==> config.mk <==
export PLATFORM = sky130hd
export DESIGN_NAME = mod_counter_arbiter
export DESIGN_NICKNAME = d
export VERILOG_FILES = /design/src/rtl/mod_counter_arbiter_pkg.sv /design/src/rtl/mod_n_counter.sv /design/src/rtl/mod_counter_arbiter.sv
export SDC_FILE = /design/constraint.sdc
export NUM_CORES = 1
export LEC_CHECK = 0
export BUFFER_PORTS_ARGS = -buffer_cell sky130_fd_sc_hd__buf_4
export CORE_AREA = 2 2 39 41
export DETAILED_ROUTE_END_ITERATION = 12
export DIE_AREA = 0 0 41 43
export GPL_TIMING_DRIVEN = 0
export HOLD_SLACK_MARGIN = 0.03
export PLACE_DENSITY = 0.63
export SLEW_MARGIN = 0
export SYNTH_ARGS = -nofsm -noshare
export SYNTH_HDL_FRONTEND = slang
export SYNTH_HIERARCHICAL = 1
export SYNTH_SLANG_ARGS = --single-unit
==> constraint.sdc <==
create_clock -name clock -period 1.75 [get_ports clock]
set_input_delay 0.35 -clock clock [delete_from_list [all_inputs] [get_ports clock]]
set_output_delay 0.35 -clock clock [all_outputs]
set_load 0.03 [all_outputs]
==> src/rtl/mod_counter_arbiter_pkg.sv <==
// Shared definitions for the two-requester arbiter around one mod-N counter.
// Holds state codes, default sizing and the tie-break helper.
package mod_counter_arbiter_pkg;

  localparam int unsigned STATE_W = 2;
  localparam int unsigned DEF_N   = 5;
  localparam int unsigned DEF_CW  = 3;

  localparam logic [STATE_W-1:0] ST_IDLE    = 2'b00;
  localparam logic [STATE_W-1:0] ST_RUN     = 2'b01;
  localparam logic [STATE_W-1:0] ST_RELEASE = 2'b10;

  // Winner among pending requests; a tie goes to whoever did not own last.
  function automatic logic pick_owner(input logic r0, input logic r1, input logic last);
    if (r0 && r1) begin
      return ~last;
    end
    return r1;
  endfunction

endpackage

==> src/rtl/mod_n_counter.sv <==
// Shared mod-N counter datapath: clear has priority, enable steps and wraps N-1 -> 0.
module mod_n_counter
  import mod_counter_arbiter_pkg::*;
#(
  parameter int unsigned N  = DEF_N,
  parameter int unsigned CW = DEF_CW
) (
  input  logic          clock,
  input  logic          reset,
  input  logic          en,
  input  logic          clr,
  output logic [CW-1:0] count,
  output logic          wrap
);

  logic [CW-1:0] count_q;
  logic [CW-1:0] count_d;

  assign wrap  = (count_q == CW'(N - 1));
  assign count = count_q;

  always_comb begin
    count_d = count_q;
    if (clr) begin
      count_d = '0;
    end else if (en) begin
      count_d = wrap ? '0 : count_q + CW'(1);
    end
  end

  always_ff @(posedge clock) begin
    if (reset) begin
      count_q <= '0;
    end else begin
      count_q <= count_d;
    end
  end

endmodule

==> src/rtl/mod_counter_arbiter.sv <==
// Round-robin arbiter lending one mod-N counter to two requesters for N counts per grant.
// A dropped request aborts the grant without a done pulse.
module mod_counter_arbiter
  import mod_counter_arbiter_pkg::*;
#(
  parameter int unsigned N  = DEF_N,
  parameter int unsigned CW = DEF_CW
) (
  input  logic               clock,
  input  logic               reset,
  input  logic               req0,
  input  logic               req1,
  output logic               grant0,
  output logic               grant1,
  output logic               busy,
  output logic [CW-1:0]      count,
  output logic               done0,
  output logic               done1,
  output logic [STATE_W-1:0] state_out
);

  logic [STATE_W-1:0] state_q, state_d;
  logic               owner_q, owner_d;
  logic               last_q, last_d;
  logic               grant0_q, grant0_d;
  logic               grant1_q, grant1_d;
  logic               done0_q, done0_d;
  logic               done1_q, done1_d;
  logic               busy_q, busy_d;
  logic               owner_req;
  logic               cnt_en;
  logic               cnt_clr;
  logic               cnt_wrap;

  mod_n_counter #(
    .N  (N),
    .CW (CW)
  ) u_counter (
    .clock (clock),
    .reset (reset),
    .en    (cnt_en),
    .clr   (cnt_clr),
    .count (count),
    .wrap  (cnt_wrap)
  );

  assign owner_req = owner_q ? req1 : req0;

  // Next state, ownership bookkeeping and counter control.
  always_comb begin
    state_d = state_q;
    owner_d = owner_q;
    last_d  = last_q;
    cnt_en  = 1'b0;
    cnt_clr = 1'b1;
    case (state_q)
      ST_IDLE: begin
        if (req0 || req1) begin
          state_d = ST_RUN;
          owner_d = pick_owner(req0, req1, last_q);
        end
      end
      ST_RUN: begin
        if (!owner_req) begin
          state_d = ST_IDLE;
          last_d  = owner_q;
        end else begin
          cnt_en  = 1'b1;
          cnt_clr = 1'b0;
          if (cnt_wrap) begin
            state_d = ST_RELEASE;
          end
        end
      end
      ST_RELEASE: begin
        state_d = ST_IDLE;
        last_d  = owner_q;
      end
      default: begin
        state_d = ST_IDLE;
      end
    endcase

    grant0_d = (state_d == ST_RUN) && !owner_d;
    grant1_d = (state_d == ST_RUN) && owner_d;
    done0_d  = (state_d == ST_RELEASE) && !owner_d;
    done1_d  = (state_d == ST_RELEASE) && owner_d;
    busy_d   = (state_d != ST_IDLE);
  end

  always_ff @(posedge clock) begin
    if (reset) begin
      state_q  <= ST_IDLE;
      owner_q  <= 1'b0;
      last_q   <= 1'b1;
      grant0_q <= 1'b0;
      grant1_q <= 1'b0;
      done0_q  <= 1'b0;
      done1_q  <= 1'b0;
      busy_q   <= 1'b0;
    end else begin
      state_q  <= state_d;
      owner_q  <= owner_d;
      last_q   <= last_d;
      grant0_q <= grant0_d;
      grant1_q <= grant1_d;
      done0_q  <= done0_d;
      done1_q  <= done1_d;
      busy_q   <= busy_d;
    end
  end

  assign grant0    = grant0_q;
  assign grant1    = grant1_q;
  assign done0     = done0_q;
  assign done1     = done1_q;
  assign busy      = busy_q;
  assign state_out = state_q;

endmodule

After elaboration in Yosys (flattened, before gate mapping). Index checks and enable logic that the tools add are counted. Widths: inputs -> output; s select.

Equal/unequal tests: 6. Reductions and logical operators: 12. Add/sub/neg operators: 1. Multiplexer cells: 19. Bitwise operators: 1.

Operators by type and width (number): $mux 1 (13); $mux 2 (3); $logic_and 1x1->1 (5); $eq 2x1->1 const B (2); $eq 2x2->1 const B (2); $pmux 2 s2 (1); $reduce_bool 2->1 (2); $add 3x1->3 const B (1); $eq 3x3->1 const B (1); $mux 3 (1); $logic_not 2->1 (1); $ne 2x2->1 const B (1); $pmux 1 s2 (1); $reduce_and 2->1 (1); $reduce_or 2->1 (1); $logic_not 1->1 (1); $logic_or 1x1->1 (1); $not 1->1 (1).

Output and inout bits: 10. Flip-flop bits (word level): 12. Logic and storage cells: 48.

Logic depth before layout (Yosys ltp). Gate-level depths: netlist (run 1).

Depth after elaboration: 9. Mapped depth: 7.

Hierarchy. The synthesis (run 1) kept the hierarchy.

Modules (own cells, without submodules): mod_counter_arbiter (instances 1, sequential area each 180.2 µm², area an instance 351.6 µm², cells an instance 35); mod_n_counter (instances 1, sequential area each 60.1 µm², area an instance 170.2 µm², cells an instance 19).

Worst setup path after synthesis (run 1). Ideal clock, no wire load.

Path kind: reg2reg. Start: register u_counter.count_q[0], in the netlist u_counter/count[0]. End: register grant0_q, in the netlist grant0. Path slack: 0.226 ns. Buffers on the path: 0. Arrival: 1.457 ns. Cell stages (with the launch flop): 8. Period minus slack after synthesis: 1.524 ns. Path through: dfxtp_1 -> inv_1 -> ha_1 -> nand2_1 -> inv_1 -> o21ba_2 -> o221ai_1 -> nor2b_1.

Word-level cells in the longest chain between the ends: 6.

RTL lines: start: declaration (line mod_n_counter.sv:16) `logic [CW-1:0] count_q;`; start signal: assignment (line mod_n_counter.sv:35) `count_q <= count_d;`; $eq 3x3->1 (line mod_n_counter.sv:19) `assign wrap = (count_q == CW'(N - 1));`; net cnt_wrap (line mod_counter_arbiter.sv:33) `logic cnt_wrap;`; $mux 2 (line mod_counter_arbiter.sv:70) `if (cnt_wrap) begin`; $mux 2 (line mod_counter_arbiter.sv:64) `if (!owner_req) begin`; $pmux 2 s2 (line mod_counter_arbiter.sv:56) `case (state_q)`; $eq 2x1->1 (line mod_counter_arbiter.sv:84) `grant0_d = (state_d == ST_RUN) && !owner_d;`; $logic_and 1x1->1 (line mod_counter_arbiter.sv:84); end signal: assignment (line mod_counter_arbiter.sv:105) `grant0_q <= grant0_d;`; end: declaration (line mod_counter_arbiter.sv:25) `logic grant0_q, grant0_d;`.

The timed path passes the listed nets, and every way through them passes these cells. A chain may end at the register's enable or synchronous reset.

Worst setup path after layout (run 1).
Start: register owner_q. End: register u_counter.count_q[2], in the netlist u_counter/count[2].

Word-level cells in the longest chain between the ends: 4. Elaborated cells between the ends (all ways): 6.

RTL lines: start: declaration (line mod_counter_arbiter.sv:23) `logic owner_q, owner_d;`; start signal: assignment (line mod_counter_arbiter.sv:103) `owner_q <= owner_d;`; $mux 1 (line mod_counter_arbiter.sv:47) `assign owner_req = owner_q ? req1 : req0;`; $mux 1 (line mod_counter_arbiter.sv:64); $mux 1 (line mod_counter_arbiter.sv:56); net cnt_clr (line mod_counter_arbiter.sv:32) `logic cnt_clr;`; $reduce_or 2->1 (no line).

The timed path passes the listed nets, and every way through them passes these cells.

==> results of run 1 <==
-- kinds of logic (layout without fill, tap and decap cells) --
logic type	after synthesis	after routing	share of synthesized area (%)
compound gates	12	12	18.9
fa+ha+maj	2	2	4.80
buf+inv	7	24	5.04
flops	12	12	46.0
mux	1	1	2.88
simple gates	20	20	22.3
-- critical path: cells and delay by family, from the launching register on --
family                 cells  cell delay, ns
AOI/OAI and AO/OA          1            0.16
buffers and inverters      1            0.12
and+or+nand+nor            3            0.39
DFF                        1            0.44
muxes                      1            0.34
-- through the flow --
step | std cells | total power [W] | area (um^2)
4_1_cts | 87 | 0.000594 | 676
5_1_grt | 87 | 0.000622 | 676
3_3_place_gp | 83 | 0.000378 | 639
6_report | 87 | 0.000586 | 676
3_5_place_dp | 83 | 0.000379 | 639
2_1_floorplan | 54 | 0.000350 | 522
-- per-layer routing --
metal | vias up | global-route usage (%) | wire (um)
li1 | 221 | - | -
met3 | 2 | 7.85 | 66
met5 | - | 0 | 0
met4 | 0 | 8.00 | 11
met1 | 184 | 15.7 | 442
met2 | 12 | 17.2 | 417
-- worst min-delay path by stage --
stage / cells past startpoint / endpoint / slack [ns] / from
finish: 2 / u_counter/count[0] / 0.30 / reset
floorplan: 1 / u_counter/count[0] / 0.41 / reset
global route: 2 / u_counter/count[0] / 0.28 / reset
global placement: 2 / u_counter/count[0] / 0.52 / u_counter/count[0]
detailed placement: 2 / u_counter/count[0] / 0.52 / u_counter/count[0]
CTS: 2 / u_counter/count[0] / 0.29 / reset
-- power groups by stage --
stage / Sequential, W / Combinational [W] / Clock [W]
final: 0.000293 / 0.0000782 / 0.000215
after global routing: 0.000295 / 0.0000851 / 0.000242
after global placement: 0.000299 / 0.0000784 / 0
after floorplan: 0.000313 / 0.0000368 / 0
after CTS: 0.000293 / 0.0000793 / 0.000222
after detailed placement: 0.000299 / 0.0000792 / 0
-- layout make-up --
cell class                 count  area (um^2)
sequential                    12          240
inverter                       7         26.3
tap                           16         20.0
multi-input combinational     35          255
fill                         155          708
clock buffer                   4         36.3
timing repair buffer          13         97.6
-- synth_stat cells --
cell      instances
dfxtp_1          12
inv_1             7
nor2_1            4
nor2b_1           4
nand2_1           3
nand2b_1          3
ha_1              2
o21ai_0           2
a211o_1           1
a211oi_1          1
a211oi_2          1
a21boi_0          1
a21oi_1           1
a22oi_2           1
a31oi_1           1
and3b_1           1
mux2_4            1
nand3_1           1
nand4b_1          1
nor3_1            1
nor3_2            1
o211a_1           1
o21ba_2           1
o221ai_1          1
or3b_1            1
-- state kept, by name (all words and copies together) (netlist names) --
name,flops
grant1,1
done1,1
last_q,1
state_out,2
owner_q,1
grant0,1
busy,1
done0,1
u_counter/count,3
==> metrics.csv, run 1 <==
stage,metric,value,unit
detailed_routing,DR vias,419,
timing,RSZ-0062 raised after global routing,false,
worst_setup_path,CP peak stage delay,0.44,ns
floorplanning,Core Area,1380,um^2
worst_setup_path,Critical Path End Type,flip-flop,
cts,CTS tree,done,
floorplanning,Initial Utilization,37.7,%
cts,H-Tree Depth,1,
power_and_ir_drop,Clk pwr share,36.7,%
finish,fraction of layout cells with a size suffix above 1,31.0,%
cts,insertion delay to the later sink of the worst-skew pair,0.27,ns
cts,root buffer cell,clkbuf_4,
yosys,"Seq/Total Area, Yosys",46.0,%
detailed_routing,vias per inst,4.82,
global_route,Total Routing Usage GR,13.1,%
floorplanning,I/O pin count,14,
yosys,YS warnings,6,
worst_setup_path,crit path to,u_counter/count[2],
global_route,first-pass GRT wire length,1490,um
power_and_ir_drop,sequential fraction of design power,50.0,%
timing,"Slew Viols, Final",0,
timing,"Hold Vio Cnt, Final",0,
yosys,syn_nets,60,
min_path,min-delay worst type,in -> reg,
timing,Tcrit/Tclk final,88.6,%
timing,Final setup viols,0,
cts,Clock Sinks,12,
finish,Nets,78,
yosys,Avg Inst Size Synth,9.66,um^2
floorplanning,area of the die,1760,um^2
power_and_ir_drop,Gate power share,13.3,%
timing,Worst Clk Skew,0.00329,ns
global_route,initial antenna violation count,0,
power_and_ir_drop,maximum vdd ir drop,513,uV
floorplanning,DIE WIDTH,41,um
yosys,post-synth top area cell,dfxtp_1,
placed_design,Placement Setup Slack,0.184,ns
cts,CTS Buf Count,3,
timing,final hold slack,0.297,ns
timing,Fin Setup TNS,0,ns
detailed_routing,Initial DRC Count,6,
cts,clk slew on worst S/H paths,0.07,ns
global_route,grt total ovfl,0,
finish,# diodes,0,
worst_setup_path,CP Max Fanout,6,
worst_setup_path,r2r endpoint,u_counter/count[2],
finish,"commonest non-fill, non-tap cell in the layout",buf_4,
timing,Slew @ Worst Pin,0.337,ns
run_status,status,completed,
cts,CTS Buffer Depth,2,
run,max_cap viols,0,
detailed_routing,drt total wl,937,um
worst_setup_path,arrival time of the worst setup path,1.71,ns
yosys,cell area after synthesis,522,um^2
placed_design,dpl hpwl,710,um
finish,Finished Core Util,48.8,%
worst_setup_path,worst endpoint required time,1.91,ns
timing,setup ws final,0.200,ns
finish,most frequent cells in the layout,"buf_4, dfxtp_1, inv_1",
timing,fin crit period,1.55,ns
detailed_routing,# DRC,0,
timing,Fmax,645,MHz
power_and_ir_drop,Net Sw Power,0.000140,W
power_and_ir_drop,internal power,0.000446,W
floorplanning,# rows,14,
floorplanning,die height,43,um
cts,hold_buf cts,0,
power_and_ir_drop,Lkg Pwr,0.319,nW
global_route,pin count of the biggest net entering global routing,9,
cts,number of post-CTS setup repair buffers,0,
timing,relative slew slack,77.6,%
worst_setup_path,worst r2r path cells,6,
global_route,vias in the first global route,365,
placed_design,PortBufs,13,
detailed_routing,post-route ant nets,0,
detailed_routing,TritonRoute pass-1 iters,4,
placed_design,RD Place Congestion,0.643,
worst_setup_path,CP startpoint,owner_q,
yosys,#FFs+latches synth,12,
cts,Post-CTS Resized,0,
worst_setup_path,Critical-path top delay cell,dfxtp_1,
yosys,Synth Instances,54,
yosys,Synth cell types,25,
yosys,Synth area leaders,"dfxtp_1, inv_1, ha_1, nor2b_1, nand2b_1",
worst_setup_path,WS Path Type,reg -> reg,
worst_setup_path,crit path cell chain,mux2_4 -> nand2_1 -> inv_1 -> and3b_1 -> a21oi_1 -> nor3_2,
power_and_ir_drop,Net Sw Frac,23.9,%
power_and_ir_drop,Power per Cell Area,867,nW/um^2
worst_setup_path,critical path startpoint category,flip-flop,
yosys,top-area cell type share of the netlist area,46.0,%
worst_setup_path,Worst R2R Start,owner_q,
detailed_routing,routed len/inst,10.8,um
finish,"Area growth, synth to finish",29.5,%
worst_setup_path,"reg-to-reg slack, setup",0.20,ns
(Power assumes the default switching activity.)
==> run 2: changes to the inputs <==
- CTS_CLUSTER_SIZE: unset -> 40
- PLACE_DENSITY: 0.63 -> 0.71
==> run 2 against run 1 <==
  * Sequential power about the same
  * Critical endpoint unchanged
  * Critical path type unchanged
  * Register-to-register slack hardly changed
  * Global-route usage fell by 0.71 points
  * Largest cell class unchanged
  * Combinational power is essentially flat
  * Largest power group unchanged
  * Sequential cell count stayed put
  * Maximum frequency barely moved
==> metrics.csv, run 2 (same netlist as run 1, synthesis figures left out) <==
stage,metric,value,unit,change
min_path,hold endpoint,u_counter/count[0],,
worst_setup_path,Worst R2R Start,owner_q,,
floorplanning,# rows,14,,unchanged
cts,hold_buf cts,0,,unchanged
timing,Fin Setup TNS,0,ns,unchanged
floorplanning,I/O pin count,14,,unchanged
detailed_routing,# DRC,0,,unchanged
global_route,first-pass GRT wire length,1520,um,+1.9%
finish,"Area growth, synth to finish",29.5,%,unchanged
floorplanning,Initial Utilization,37.7,%,unchanged
cts,clk slew on worst S/H paths,0.07,ns,about the same
detailed_routing,drt total wl,879,um,-6.2%
global_route,vias in the first global route,381,,+4.4%
timing,final hold slack,0.294,ns,-0.00248 ns
worst_setup_path,"reg-to-reg slack, setup",0.20,ns,about the same
finish,Multi-input gate area,255,um^2,unchanged
cts,CTS tree,done,,
timing,Slew @ Worst Pin,0.331,ns,-0.00596 ns
cts,Clock Sinks,12,,unchanged
timing,"Slew Viols, Final",0,,unchanged
min_path,min-delay worst type,in -> reg,,
worst_setup_path,worst endpoint required time,1.91,ns,about the same
cts,CTS Buffer Depth,2,,unchanged
cts,root buffer cell,clkbuf_4,,
run,max_cap viols,0,,unchanged
finish,most frequent cells in the layout,"buf_4, dfxtp_1, inv_1",,
detailed_routing,Initial DRC Count,12,,+6
finish,fraction of layout cells with a size suffix above 1,31.0,%,unchanged
worst_setup_path,worst r2r path cells,6,,unchanged
finish,Nets,78,,unchanged
detailed_routing,routed len/inst,10.1,um,-6.2%
worst_setup_path,critical path startpoint category,flip-flop,,
min_path,hold path startpoint,reset,,
floorplanning,area of the die,1760,um^2,unchanged
finish,register area,240,um^2,unchanged
placed_design,PortBufs,13,,unchanged
worst_setup_path,Critical Path End Type,flip-flop,,
finish,fill cell count,147,,-5.2%
cts,number of post-CTS setup repair buffers,0,,unchanged
global_route,Total Routing Usage GR,12.4,%,-0.71 points
detailed_routing,DR vias,432,,+3.1%
finish,"commonest non-fill, non-tap cell in the layout",buf_4,,
detailed_routing,TritonRoute pass-1 iters,4,,unchanged
worst_setup_path,"delay-heaviest family, CP",flip-flops,,
global_route,grt total ovfl,0,,unchanged
worst_setup_path,CP Max Fanout,6,,unchanged
power_and_ir_drop,Lkg Pwr,0.319,nW,unchanged
timing,RSZ-0062 raised after global routing,false,,
cts,Post-CTS Resized,0,,unchanged
worst_setup_path,CP Buf/Inv Count,1,,unchanged
min_path,hold path cells,2,,unchanged
floorplanning,DIE WIDTH,41,um,unchanged
worst_setup_path,CP peak stage delay,0.44,ns,about the same
timing,Final setup viols,0,,unchanged
finish,max reg flops,3,,unchanged
timing,Fmax,645,MHz,about the same
global_route,initial antenna violation count,0,,unchanged
floorplanning,die height,43,um,unchanged
placed_design,RD Place Congestion,0.640,,-0.54%
placed_design,dpl hpwl,684,um,-3.7%
detailed_routing,vias per inst,4.97,,+3.1%
global_route,pin count of the biggest net entering global routing,9,,unchanged
finish,# diodes,0,,unchanged
timing,Tcrit/Tclk final,88.6,%,about the same
worst_setup_path,arrival time of the worst setup path,1.71,ns,about the same
timing,Worst Clk Skew,0.00242,ns,-0.000865 ns
worst_setup_path,WS Path Type,reg -> reg,,
worst_setup_path,crit path cell chain,mux2_4 -> nand2_1 -> inv_1 -> and3b_1 -> a21oi_1 -> nor3_2,,
cts,CTS Buf Count,3,,unchanged
cts,insertion delay to the later sink of the worst-skew pair,0.26,ns,about the same
cts,H-Tree Depth,1,,unchanged
timing,"Hold Vio Cnt, Final",0,,unchanged
power_and_ir_drop,maximum vdd ir drop,415,uV,-19%
run_status,status,completed,,
floorplanning,Core Area,1380,um^2,unchanged
detailed_routing,post-route ant nets,0,,unchanged
power_and_ir_drop,Power per Cell Area,863,nW/um^2,-0.44%
timing,fin crit period,1.55,ns,+0.000729 ns
worst_setup_path,r2r endpoint,u_counter/count[2],,
worst_setup_path,Critical-path top delay cell,dfxtp_1,,
timing,relative slew slack,78.0,%,+0.40 points
==> run 2: per-stage QoR <==
stage,util (%),area (um^2),cells,setup slack [ns],power (W)
after CTS,48.8,676,87,0.194,0.000591
after floorplan,-,522,54,0.226,0.000350
after detailed placement,46.2,639,83,0.197,0.000378
after global routing,48.8,676,87,0.0518,0.000614
final,48.8,676,87,0.199,0.000583
after global placement,46.2,639,83,0.217,0.000377
==> run 2: layout make-up <==
cell class | instances | share of cell area, %
well taps | 16 | 2.96
repair buffers | 13 | 14.4
clock buffers | 4 | 5.37
flip-flops and latches | 12 | 35.6
inverters | 7 | 3.89
multi-input cells | 35 | 37.8
==> run 2: worst max path at each step <==
| stage | start | end | slack [ns] | cells past startpoint |
|---|---|---|---|---|
| global route | owner_q | u_counter/count[2] | 0.05 | 6 |
| CTS | owner_q | u_counter/count[2] | 0.19 | 6 |
| floorplan | u_counter/count[0] | grant0 | 0.23 | 7 |
| finish | owner_q | u_counter/count[2] | 0.20 | 6 |
| detailed placement | req0 | u_counter/count[2] | 0.20 | 7 |
| global placement | req0 | u_counter/count[2] | 0.22 | 7 |
==> run 2: where the power goes <==
group          leakage [nW]  switching (W)  internal, W
clock                0.0210      0.0000859     0.000126
sequential           0.0981     0.00000871     0.000284
combinational         0.200      0.0000431    0.0000352
==> run 2: layer usage <==
layer / part of all wire [%] / vias to the layer above / track usage (%)
met5: 0 / - / 0
met4: 0 / 0 / 6.00
met3: 6.1 / 0 / 3.14
met2: 47 / 14 / 18.4
met1: 47 / 201 / 16.1
li1: - / 217 / -
